### config.mk
export PLATFORM = sky130hd
export DESIGN_NAME = iter_multiplier_flat
export DESIGN_NICKNAME = d
export VERILOG_FILES = /design/src/rtl/iter_multiplier_if.sv /design/src/rtl/iter_multiplier.sv /design/src/flat_wrapper.sv
export SDC_FILE = /design/constraint.sdc
export NUM_CORES = 1
export LEC_CHECK = 0
export ABC_AREA = 1
export ABC_CLOCK_PERIOD_IN_PS = 24600
export CAP_MARGIN = 20
export CORE_AREA = 3 3 190 192
export DETAILED_ROUTE_END_ITERATION = 6
export DIE_AREA = 0 0 193 195
export GPL_ROUTABILITY_DRIVEN = 1
export GPL_TIMING_DRIVEN = 0
export PLACE_DENSITY = 0.75
export SYNTH_ARGS = -nofsm -noshare
export SYNTH_HDL_FRONTEND = slang
export SYNTH_SLANG_ARGS = --single-unit
export TNS_END_PERCENT = 5
### constraint.sdc
create_clock -name clk -period 24.6 [get_ports clk]
set_input_delay 4.92 -clock clk [delete_from_list [all_inputs] [get_ports clk]]
set_output_delay 4.92 -clock clk [all_outputs]
set_load 0.1 [all_outputs]
### src/rtl/iter_multiplier_if.sv
`default_nettype none
// ============================================================================
// Module      : iter_multiplier_if
// Description : Request/response val/rdy message bundle for iter_multiplier.
//               master = requester side, slave = multiplier side.
// Revision    : 1.0 - initial release
// ============================================================================
interface iter_multiplier_if #(
    parameter int WIDTH = 32
);
    logic                 req_val;
    logic                 req_rdy;
    logic [WIDTH-1:0]     req_msg_a;
    logic [WIDTH-1:0]     req_msg_b;
    logic                 req_signed;
    logic                 resp_val;
    logic                 resp_rdy;
    logic [2*WIDTH-1:0]   resp_msg;

    modport master (
        output req_val, req_msg_a, req_msg_b, req_signed, resp_rdy,
        input  req_rdy, resp_val, resp_msg
    );

    modport slave (
        input  req_val, req_msg_a, req_msg_b, req_signed, resp_rdy,
        output req_rdy, resp_val, resp_msg
    );
endinterface
`default_nettype wire

### src/rtl/iter_multiplier.sv
`default_nettype none
// ============================================================================
// Module      : iter_multiplier
// Description : Multi-cycle shift-add multiplier, WIDTH x WIDTH -> 2*WIDTH,
//               BITS_PER_CYCLE multiplier bits retired per cycle, optional
//               signed mode (sign-magnitude internally) and early exit.
// Revision    : 1.0 - initial release
// ============================================================================
module iter_multiplier #(
    parameter int WIDTH          = 32,
    parameter int BITS_PER_CYCLE = 1,
    parameter int SIGNED_EN      = 1,
    parameter int EARLY_EXIT     = 1
) (
    input  wire logic         clk,
    input  wire logic         rst,
    iter_multiplier_if.slave  bus
);

    localparam int c_ITER  = WIDTH / BITS_PER_CYCLE;
    localparam int c_CNT_W = $clog2(c_ITER + 1);

    typedef enum logic [1:0] {
        S_IDLE = 2'd0,
        S_CALC = 2'd1,
        S_DONE = 2'd2
    } state_t;

    state_t               r_state;
    logic [2*WIDTH-1:0]   r_acc;
    logic [2*WIDTH-1:0]   r_a_sh;
    logic [WIDTH-1:0]     r_b_sh;
    logic [c_CNT_W-1:0]   r_cnt;
    logic                 r_neg;
    logic                 r_resp_val;
    logic [2*WIDTH-1:0]   r_resp_msg;

    logic                 w_use_signed;
    logic [WIDTH-1:0]     w_a_mag;
    logic [WIDTH-1:0]     w_b_mag;
    logic [2*WIDTH-1:0]   w_pp;
    logic [2*WIDTH-1:0]   w_sum;
    logic [WIDTH-1:0]     w_b_next;
    logic                 w_last;
    logic [2*WIDTH-1:0]   w_result;

    // Operand magnitudes; |-2^(WIDTH-1)| wraps to 2^(WIDTH-1), which is
    // exactly right when the value is treated as unsigned.
    always_comb begin
        w_use_signed = (SIGNED_EN != 0) && bus.req_signed;
        w_a_mag = (w_use_signed && bus.req_msg_a[WIDTH-1]) ? (WIDTH'(0) - bus.req_msg_a)
                                                           : bus.req_msg_a;
        w_b_mag = (w_use_signed && bus.req_msg_b[WIDTH-1]) ? (WIDTH'(0) - bus.req_msg_b)
                                                           : bus.req_msg_b;
    end

    // Partial product of the shifted multiplicand and the low multiplier digit.
    always_comb begin
        w_pp = '0;
        for (int i = 0; i < BITS_PER_CYCLE; i++) begin
            if (r_b_sh[i]) begin
                w_pp = w_pp + (r_a_sh << i);
            end
        end
        w_sum    = r_acc + w_pp;
        w_b_next = r_b_sh >> BITS_PER_CYCLE;
        w_last   = (r_cnt == c_CNT_W'(1)) || ((EARLY_EXIT != 0) && (w_b_next == '0));
        w_result = r_neg ? (-w_sum) : w_sum;
    end

    // Control FSM and datapath registers; outputs are registered.
    always_ff @(posedge clk or posedge rst) begin
        if (rst) begin
            r_state    <= S_IDLE;
            r_acc      <= '0;
            r_a_sh     <= '0;
            r_b_sh     <= '0;
            r_cnt      <= '0;
            r_neg      <= 1'b0;
            r_resp_val <= 1'b0;
            r_resp_msg <= '0;
        end else begin
            case (r_state)
                S_IDLE: begin
                    if (bus.req_val) begin
                        r_a_sh  <= {{WIDTH{1'b0}}, w_a_mag};
                        r_b_sh  <= w_b_mag;
                        r_neg   <= w_use_signed && (bus.req_msg_a[WIDTH-1] ^ bus.req_msg_b[WIDTH-1]);
                        r_acc   <= '0;
                        r_cnt   <= c_CNT_W'(c_ITER);
                        r_state <= S_CALC;
                    end
                end
                S_CALC: begin
                    r_acc  <= w_sum;
                    r_a_sh <= r_a_sh << BITS_PER_CYCLE;
                    r_b_sh <= w_b_next;
                    r_cnt  <= r_cnt - c_CNT_W'(1);
                    if (w_last) begin
                        r_resp_msg <= w_result;
                        r_resp_val <= 1'b1;
                        r_state    <= S_DONE;
                    end
                end
                S_DONE: begin
                    if (bus.resp_rdy) begin
                        r_resp_val <= 1'b0;
                        r_state    <= S_IDLE;
                    end
                end
                default: begin
                    r_state <= S_IDLE;
                end
            endcase
        end
    end

    assign bus.req_rdy  = (r_state == S_IDLE);
    assign bus.resp_val = r_resp_val;
    assign bus.resp_msg = r_resp_msg;

endmodule
`default_nettype wire

### src/flat_wrapper.sv
// flat-port wrapper written by rule: the top's interface ports become plain ports
module iter_multiplier_flat 
#(
    parameter int WIDTH          = 32,
    parameter int BITS_PER_CYCLE = 1,
    parameter int SIGNED_EN      = 1,
    parameter int EARLY_EXIT     = 1
)
  (clk, rst, bus_req_val, bus_req_msg_a, bus_req_msg_b, bus_req_signed, bus_resp_rdy, bus_req_rdy, bus_resp_val, bus_resp_msg);
  iter_multiplier_if #(.WIDTH(WIDTH)) bus_i ();
  input  wire logic clk;
  input  wire logic rst;
  input wire logic [$bits(bus_i.req_val)-1:0] bus_req_val;
  input wire logic [$bits(bus_i.req_msg_a)-1:0] bus_req_msg_a;
  input wire logic [$bits(bus_i.req_msg_b)-1:0] bus_req_msg_b;
  input wire logic [$bits(bus_i.req_signed)-1:0] bus_req_signed;
  input wire logic [$bits(bus_i.resp_rdy)-1:0] bus_resp_rdy;
  output wire logic [$bits(bus_i.req_rdy)-1:0] bus_req_rdy;
  output wire logic [$bits(bus_i.resp_val)-1:0] bus_resp_val;
  output wire logic [$bits(bus_i.resp_msg)-1:0] bus_resp_msg;
  assign bus_i.req_val = bus_req_val;
  assign bus_i.req_msg_a = bus_req_msg_a;
  assign bus_i.req_msg_b = bus_req_msg_b;
  assign bus_i.req_signed = bus_req_signed;
  assign bus_i.resp_rdy = bus_resp_rdy;
  assign bus_req_rdy = bus_i.req_rdy;
  assign bus_resp_val = bus_i.resp_val;
  assign bus_resp_msg = bus_i.resp_msg;
  iter_multiplier #(.WIDTH(WIDTH), .BITS_PER_CYCLE(BITS_PER_CYCLE), .SIGNED_EN(SIGNED_EN), .EARLY_EXIT(EARLY_EXIT)) u_core (.clk(clk), .rst(rst), .bus(bus_i));
endmodule
======== Word-level counts from Yosys, hierarchy flattened ========
Index checks and enable logic that the tools add are counted.
cells by class
  add/subtract/negate cells ............... 5
  equality and inequality tests ........... 6
  shifts and indexed selects .............. 0
  order comparisons ....................... 0
  multipliers ............................. 0
  reduce and logical (&&, ||, !) cells .... 13
  div/mod/pow operators ................... 0
  bitwise operators ....................... 1
  muxes and demuxes ....................... 19
operators by type and width
  kind                   number
  $mux 64                4
  $pmux 64 s2            2
  $mux 32                3
  $add 64x64->64         1
  $neg 64->64            1
  $pmux 32 s2            1
  $sub 1x32->32 const A  2
  $logic_not 32->1       1
  $pmux 6 s2             1
  $eq 6x1->1 const B     1
  $mux 2                 3
  $mux 6                 1
  $pmux 2 s3             1
  $reduce_and 2->1       3
  $reduce_and 3->1       2
  $sub 6x1->6 const B    1
  $ne 2x2->1 const B     2
  $reduce_bool 2->1      2
  $logic_and 1x1->1      3
  $eq 2x1->1 const B     1
  $eq 2x2->1 const B     1
  $logic_not 2->1        1
  $mux 1                 2
  $ne 2x1->1 const B     1
  other kinds (3)        3
storage, ports and cells
  input bits .............................. 69
  flip-flop bits (word level) ............. 234
  RAM bits ................................ 0
  memories kept ........................... 0
  latch bits .............................. 0
  memory bits (read-only) ................. 0

======== Logic depth before layout (Yosys ltp) ========
Gate-level depths: netlist (run 1).
  word-level depth ........................ 4
  depth in mapped cells ................... 28
  depth with buffers taken out ............ 26

======== Worst setup path after synthesis (run 1) ========
Ideal clock, no wire load.
  kind .................................... input to register
  start ................................... in bus_req_msg_a[0]
  end ..................................... reg u_core.r_a_sh[30]
  stages on the path ...................... 14
  data required time ...................... 24.464 ns
  arrival ................................. 6.838 ns
  setup time .............................. 0.136 ns
  buffers on the path ..................... 0
  slack ................................... 17.626 ns
  path through ............................ inv_1 ha_1 nand3_1 nor3_1 nand2_1 nor3_1 inv_1 or2_2 nor2_1 nand2_1 o21ai_0 o21ai_0 xnor2_1 o21ai_0
on the way
  word-level cells in the longest chain between the ends .. 4
ends and longest elaborated chain
  what                  line                   RTL
  from (decl)           flat_wrapper.sv:14     input wire logic [$bits(bus_i.req_msg_a)-1:0] bus_req_msg_a;
  $sub 1x32->32         iter_multiplier.sv:51  w_a_mag = (w_use_signed && bus.req_msg_a[WIDTH-1]) ? (WIDTH'(0) - bus.req_msg_a)
  $mux 32               iter_multiplier.sv:51
  $mux 64               iter_multiplier.sv:85  if (bus.req_val) begin
  $pmux 64 s2           iter_multiplier.sv:83  case (r_state)
  to (signal assigned)  iter_multiplier.sv:86  r_a_sh <= {{WIDTH{1'b0}}, w_a_mag};
  to (signal assigned)  iter_multiplier.sv:96  r_a_sh <= r_a_sh << BITS_PER_CYCLE;
  to (decl)             iter_multiplier.sv:31  logic [2*WIDTH-1:0] r_a_sh;
No other way between the ends. The select of a mux whose other input is x is not followed.
A chain may end at the register's enable or synchronous reset.

======== Worst setup path in the final report (run 1) ========
  start ................................... in bus_req_msg_b[4]
  end ..................................... reg u_core.r_b_sh[23]
on the way
  word-level cells in the longest chain between the ends .. 4
ends and longest elaborated chain
  what                  line                   RTL
  from (decl)           flat_wrapper.sv:15     input wire logic [$bits(bus_i.req_msg_b)-1:0] bus_req_msg_b;
  $sub 1x32->32         iter_multiplier.sv:53  w_b_mag = (w_use_signed && bus.req_msg_b[WIDTH-1]) ? (WIDTH'(0) - bus.req_msg_b)
  $mux 32               iter_multiplier.sv:53
  $mux 32               iter_multiplier.sv:85
  $pmux 32 s2           iter_multiplier.sv:83
  to (signal assigned)  iter_multiplier.sv:87  r_b_sh <= w_b_mag;
  to (signal assigned)  iter_multiplier.sv:97  r_b_sh <= w_b_next;
  to (decl)             iter_multiplier.sv:32  logic [WIDTH-1:0] r_b_sh;
No other way between the ends. The select of a mux whose other input is x is not followed.

==> impl_metrics.toml, run 1 <==
[sta]
rsz0062_at_grt = "false"
final-hold-violation-count = 0
finalMaxSlewViolations = 0
fmax_ghz = 0.137
setup-tns-final_ns = 0
fin_crit_sh_pct = 29.8
finalSetupViolCount = 0
fin_crit_ns = 7.32
tightest_slew_ns = 0.976
slew_headroom_pct = 34.8
fin_skew_ns = 0.0117

[clocking]
clk_latency_ns = 0.55
cts_setup_buffers = 0
cts-htree-levels = 1
clockBufferDepth = 3
postCtsHoldBufs = 0
cts_root_buffer = "clkbuf_16"
cts_tree = "yes"
cts_buffers = 27
clkSlewWorstSetupHoldPaths_ns = 0.06
cts_resized = 0
cts.sinks = 234

[yosys]
synth_top_family_by_area = "simple AND/OR/NAND/NOR gates"
synth_mux_area_share_pct = 0.0528
yosys_most_used_dff = "dfrtp_1"
synth_seq_area_share_pct = 30.9
synth-xor-area-share_pct = 3.23
yosysTopAreaCell = "dfrtp_1"
synth_edf_count = 0
synthAdderAreaFrac_pct = 4.59
yosys-top-cells-count = "nand2_1 (1073), inv_1 (496), nor2_1 (261)"
syn_avg_cell_area_sq_um = 6.21
synth_most_common_cell = "nand2_1"
synth-seq-cells = 234
netlist_area_sq_um = 19000
async_flop_share_pct = 100
ys_types = 51
synthTopCellsByArea = "dfrtp_1 (31%), nand2_1 (21%), inv_1 (9.8%)"
yosys_warnings = 0
synth_cells = 3052
synth_top_cell_area_share_pct = 30.9
synth-compound-area-share_pct = 12.4
syn_nets = 3190
yosys.area_share.simple_pct = 37.2

[setup_path]
crit_family = "simple AND/OR/NAND/NOR gates"
critPathCaptureType = "flop"
arrival_ns = 7.75
critPathRequiredTime_ns = 25.02
crit_fanout = 4
cp_cell_sequence = "clkdlybuf4s50_1, nor2_1, nand4_1, nor3_1, nand3_1, nor3_1, nand3_1, nor3_1, nand3_1, nand3b_1, nand2_1, nand2_1, nand3_1, nand3_1"
startpoint_type = "primary input"
path_common_cell = "nand3_1"
cp_slowest_cell = "nor3_1"
crit_type = "in2reg"
cp_slowest_stage_delay_ns = 0.50
crit_buf_inv = 1

[placed_design]
placed_area_sq_um = 20900
hpwl_um = 53700
port_buffers = 134
gp_congestion = 1.03

[route]
vias = 20300
wl_per_cell_um = 17.6
drt-initial-drc-count = 2017
antenna_left = 0
drtPass1Iterations = 6
post_drt_via_cell_ratio = 5.51
route.detailed.drc = 0
wl_um = 65100

[finish]
nFillCells = 3327
multi_input_area_sq_um = 10900
drive_gt1_share_pct = 4.95
stdcell_area_sq_um = 21800
syn2layout_area_growth_pct = 15.0
nets = 3354
diodes = 0
regArea_sq_um = 5860

[power_and_ir_drop]
power_density_nw_per_um2 = 155
peakVddDrop_mv = 0.130
leakage_nw = 11.6
total_power_mw = 3.39

[global_route]
overflow = 0
antenna_found_initial = 0
grt.total_usage_pct = 34.1
grt_start_max_net_pins = 121
grt_pass1_wl_um = 100000
grt_pass1_vias = 18900

[die]
ioPinCount = 135
die_y_um = 195
core_area_sq_um = 34500
start_util_pct = 54.9
die_w_um = 193
dieArea_sq_um = 37600
rows = 68

[outcome]
status = "finished, final reports clean"

[worst_hold_path]
hp-class = "reg2reg"

[job]
drv_cap = 0
[through the flow]
step	hold WS, ns	instances	utilization [%]	setup WS [ns]
finish	0.477	3690	63.1	17.28
global route	0.490	3690	63.1	17.04
CTS	0.480	3690	63.1	17.32
detailed placement	0.465	3642	60.5	16.75
global placement	0.462	3641	60.4	10.25
floorplan	0.449	3052	-	13.26
[logic make-up after synthesis]
logic type / count (synthesis)
and+or+nand+nor: 1683
buffers and inverters: 584
AOI/OAI and AO/OA: 411
DFF: 234
xor gates and xnor gates: 70
adders and majority gates: 69
muxes: 1
[per-layer routing]
metal  track usage (%)  wire length, um  up-vias
li1                  -                -     9938
met1              47.8            28100     9355
met2              53.4            28300      909
met3              6.34             6170      140
met4              11.2             2490        0
met5                 0                0        -
[flip-flops by register name, indices dropped and copies added (netlist names)]
| signal | cells |
|---|---|
| u_core.bus.resp_msg | 64 |
| u_core.r_b_sh | 32 |
| u_core.r_acc | 64 |
| u_core.r_cnt | 6 |
| u_core.r_state | 2 |
| u_core.r_a_sh | 64 |
| u_core.r_neg | 1 |
| u_core.bus.resp_val | 1 |
[layout by cell type (no fill, tap or decap), types with 3 or more instances in the layout]
master	n
nand2_2	42
clkinv_2	3
clkdlybuf4s50_1	134
nand3_2	18
xnor2_1	17
buf_2	3
nor2_4	3
nand3b_1	6
nand4_1	37
ha_1	68
nor2_1	261
buf_1	6
inv_2	11
o22ai_1	36
clkbuf_8	8
o21ai_1	6
nor2_2	23
clkbuf_1	69
o31ai_1	3
nor3_2	3
a22oi_1	58
dfrtp_1	234
nor4_1	10
a21oi_1	84
xor2_1	53
clkinvlp_4	3
clkbuf_16	27
a31oi_1	15
o21ai_0	192
inv_1	495
nor3_1	25
nand2_1	1073
nand3_1	172
or2_2	4
[area by class of cell]
class                           count  share of cell area, %
Clock inverter                     10                  0.431
Tap cell                          455                   2.61
Inverter                          508                   8.78
Buffer                             76                   1.34
Sequential cell                   234                   26.9
Clock buffer                       38                   3.66
Timing Repair Buffer              135                   6.28
Multi-Input combinational cell   2234                   50.0
[worst register-to-register path: stages, from the launching register on]
cell      delay [ns]
dfrtp_1         0.34
clkbuf_1        0.57
clkbuf_1        0.49
nand2_1         0.11
inv_1           0.12
ha_1            0.18
inv_1           0.06
fa_1            0.68
ha_1            0.22
inv_1           0.11
a21oi_1         0.13
nand3_1         0.21
nor2_1          0.19
nand2_1         0.08
nor2_2          0.14
nand3_2         0.12
nor2_4          0.16
nand2_1         0.11
nor3_2          0.24
nand3_1         0.21
nand2_2         0.16
nand3_1         0.09
nand3_1         0.11
nand2_1         0.06
[final timing paths]
check                      slack, ns                    start                 endpoint  cells after the start
max in group asynchronous      18.57                      rst         u_core.r_acc[29]                      3
hold reg to reg                 0.48  u_core.bus.resp_msg[46]  u_core.bus.resp_msg[46]                      2
hold / removal                  0.48  u_core.bus.resp_msg[46]  u_core.bus.resp_msg[46]                      2
setup / recovery               17.28         bus_req_msg_b[4]        u_core.r_b_sh[23]                     14
setup reg to reg               19.59         u_core.r_b_sh[0]  u_core.bus.resp_msg[50]                     23
min in group asynchronous       4.92                      rst        u_core.r_a_sh[55]                      2
[power breakdown]
part / switching (mW) / internal [mW] / total, mW / leakage, nW
combinational: 1.68 / 0.612 / 2.29 / 8.24
sequential: 0.126 / 0.569 / 0.695 / 2.95
clock: 0.168 / 0.236 / 0.404 / 0.433
(Power assumes the default switching activity.)
==> inputs of run 2 (changes only) <==
--- a/config.mk
+++ b/config.mk
@@ -6,14 +6,14 @@
 export NUM_CORES = 1
 export LEC_CHECK = 0
 export ABC_AREA = 1
-export ABC_CLOCK_PERIOD_IN_PS = 24600
+export ABC_CLOCK_PERIOD_IN_PS = 6400
 export CAP_MARGIN = 20
 export CORE_AREA = 3 3 190 192
 export DETAILED_ROUTE_END_ITERATION = 6
 export DIE_AREA = 0 0 193 195
 export GPL_ROUTABILITY_DRIVEN = 1
 export GPL_TIMING_DRIVEN = 0
-export PLACE_DENSITY = 0.75
+export PLACE_DENSITY = 0.78
 export SYNTH_ARGS = -nofsm -noshare
 export SYNTH_HDL_FRONTEND = slang
 export SYNTH_SLANG_ARGS = --single-unit
==> constraint.sdc (replaced) <==
create_clock -name clk -period 6.4 [get_ports clk]
set_input_delay 1.28 -clock clk [delete_from_list [all_inputs] [get_ports clk]]
set_output_delay 1.28 -clock clk [all_outputs]
set_load 0.1 [all_outputs]
==> run 2 against run 1 <==
Effect of this change: die area did not move; design area is 0.68% higher; sequential share of layout area fell by 0.18 points; routed wire length grew 2.5%; critical path depth is 9 higher; highest routed layer is now met5; worst hold slack better by 0.0014 ns; clock power increased to 4.2 times the previous value; global-route usage up 0.88 points; first-iteration DRC count decreased by 9.3%; non-clock buffer count increased by 5; clock skew rose by 0.014 ns; largest cell class unchanged.
==> impl_metrics.toml, run 2 (synthesized netlist as in run 1, its figures left out) <==
[setup_path]
reg2reg_depth = 23
crit_type = "reg2reg"
critPathRequiredTime_ns = 6.85
crit_fanout = 10
arrival_ns = 5.45
rrSetupSlack_ns = 1.40
crit_end = "u_core.bus.resp_msg[58]"
critPathCaptureType = "flop"
r2r-start = "u_core.r_b_sh[0]"
reg2reg_to = "u_core.bus.resp_msg[58]"
startpoint_type = "flop"
cp-startpoint = "u_core.r_b_sh[0]"

[route]
drt-initial-drc-count = 1830
vias = 20500
antenna_left = 0
wl_um = 66700
post_drt_via_cell_ratio = 5.55
wl_per_cell_um = 18.1
drtPass1Iterations = 6
route.detailed.drc = 0

[sta]
timing.final.ws_setup_ns = 1.40
finalMaxSlewViolations = 0
slew_headroom_pct = 33.6
tightest_slew_ns = 0.993
fin_crit_sh_pct = 78.1
final-hold-violation-count = 0
fin_skew_ns = 0.0254
fmax_ghz = 0.200
finalSetupViolCount = 0
rsz0062_at_grt = "false"
fin_crit_ns = 5.00
setup-tns-final_ns = 0

[clocking]
postCtsHoldBufs = 0
clockBufferDepth = 3
cts_root_buffer = "clkbuf_16"
clkSlewWorstSetupHoldPaths_ns = 0.06
cts_buffers = 27
cts_tree = "yes"
cts-htree-levels = 1
cts_setup_buffers = 0
cts_resized = 0
cts.sinks = 234
clk_latency_ns = 0.58

[finish]
final_util_pct = 63.5
nFillCells = 3337
layout_common_cells = "nand2_1 (1073), inv_1 (495), nor2_1 (261), dfrtp_1 (234), o21ai_0 (192)"
syn2layout_area_growth_pct = 15.7
layout_commonest_cell = "nand2_1"
drive_gt1_share_pct = 5.12
nets = 3359

[worst_hold_path]
hold_path_depth = 2
hp-class = "reg2reg"

[placed_design]
gp_congestion = 0.996
hpwl_um = 55300
dp_slack_ns = 1.49
port_buffers = 134

[die]
die_y_um = 195
die_w_um = 193
dieArea_sq_um = 37600
core_area_sq_um = 34500
start_util_pct = 54.9
rows = 68
ioPinCount = 135

[global_route]
antenna_found_initial = 1
grt_pass1_wl_um = 102000
overflow = 0
grt.total_usage_pct = 35.0
grt_start_max_net_pins = 41
grt_pass1_vias = 19100

[job]
drv_cap = 0

[power_and_ir_drop]
peakVddDrop_mv = 0.501
leakage_nw = 11.7
total_power_mw = 13.2
power_density_nw_per_um2 = 602

[outcome]
status = "finished, final reports clean"
==> run 2: changes by cell type in the layout (fill, tap and decap cells not counted), sizes merged <==
cell	change
buf	+5
bufinv	+3
clkbuf	-5
clkinv	+2
clkinvlp	+2
diode	+1
inv	-1
==> run 2: metrics by stage <==
| step | std cells | hold WS, ns | instance area [sq um] |
|---|---|---|---|
| floorplan | 3052 | 0.449 | 19000 |
| global placement | 3641 | 0.462 | 20900 |
| detailed placement | 3647 | 0.465 | 21000 |
| CTS | 3696 | 0.482 | 21900 |
| global route | 3696 | 0.498 | 21900 |
| finish | 3697 | 0.478 | 21900 |
==> run 2: worst min-delay path by stage <==
stage	startpoint	end	slack [ns]
final	u_core.bus.resp_msg[53]	u_core.bus.resp_msg[53]	0.48
after global routing	u_core.bus.resp_msg[39]	u_core.bus.resp_msg[39]	0.50
after CTS	u_core.bus.resp_msg[57]	u_core.bus.resp_msg[57]	0.48
after detailed placement	u_core.bus.resp_msg[57]	u_core.bus.resp_msg[57]	0.46
after global placement	u_core.bus.resp_msg[56]	u_core.bus.resp_msg[56]	0.46
after floorplan	u_core.r_cnt[3]	u_core.r_cnt[3]	0.45
==> run 2: worst max-delay path, stage by stage (launching register included) <==
cell,delay (ns)
dfrtp_1,0.35
clkbuf_1,0.57
clkbuf_1,0.50
nand2_1,0.10
inv_1,0.13
ha_1,0.19
inv_1,0.06
fa_1,0.65
ha_1,0.20
inv_1,0.10
a21oi_1,0.14
nand3_1,0.21
nor2_1,0.20
nand2_1,0.08
nor2_2,0.14
nand3_2,0.13
nor2_4,0.16
nand2_1,0.12
nor3_2,0.23
nand3_1,0.20
nand2_2,0.15
nand3_1,0.09
nand3_1,0.11
nand2_1,0.06
==> run 2: cell type report <==
cell class	instances	area, sq um	share of cell area (%)
repair buffers	140	1460	6.66
flip-flops and latches	234	5860	26.7
clock buffers	33	728	3.32
clock inverters	16	220	1.00
plain buffers	76	293	1.33
inverters	508	1910	8.71
diodes	1	2.50	0.0114
multi-input cells	2234	10900	49.7
well taps	455	569	2.59
==> run 2: per-layer routing <==
metal | track usage [%] | vias to the layer above | share of wire [%]
li1 | - | 9967 | -
met1 | 48.7 | 9471 | 43
met2 | 54.7 | 943 | 44
met3 | 6.75 | 147 | 9.5
met4 | 11.9 | 2 | 3.8
met5 | 0 | - | 0.0045
==> run 2: power by group <==
group          switching, mW  total, mW  internal (mW)
clock network          0.697       1.68          0.980
logic                   6.49       8.85           2.36
registers              0.490       2.68           2.19
total                   7.68       13.2           5.52
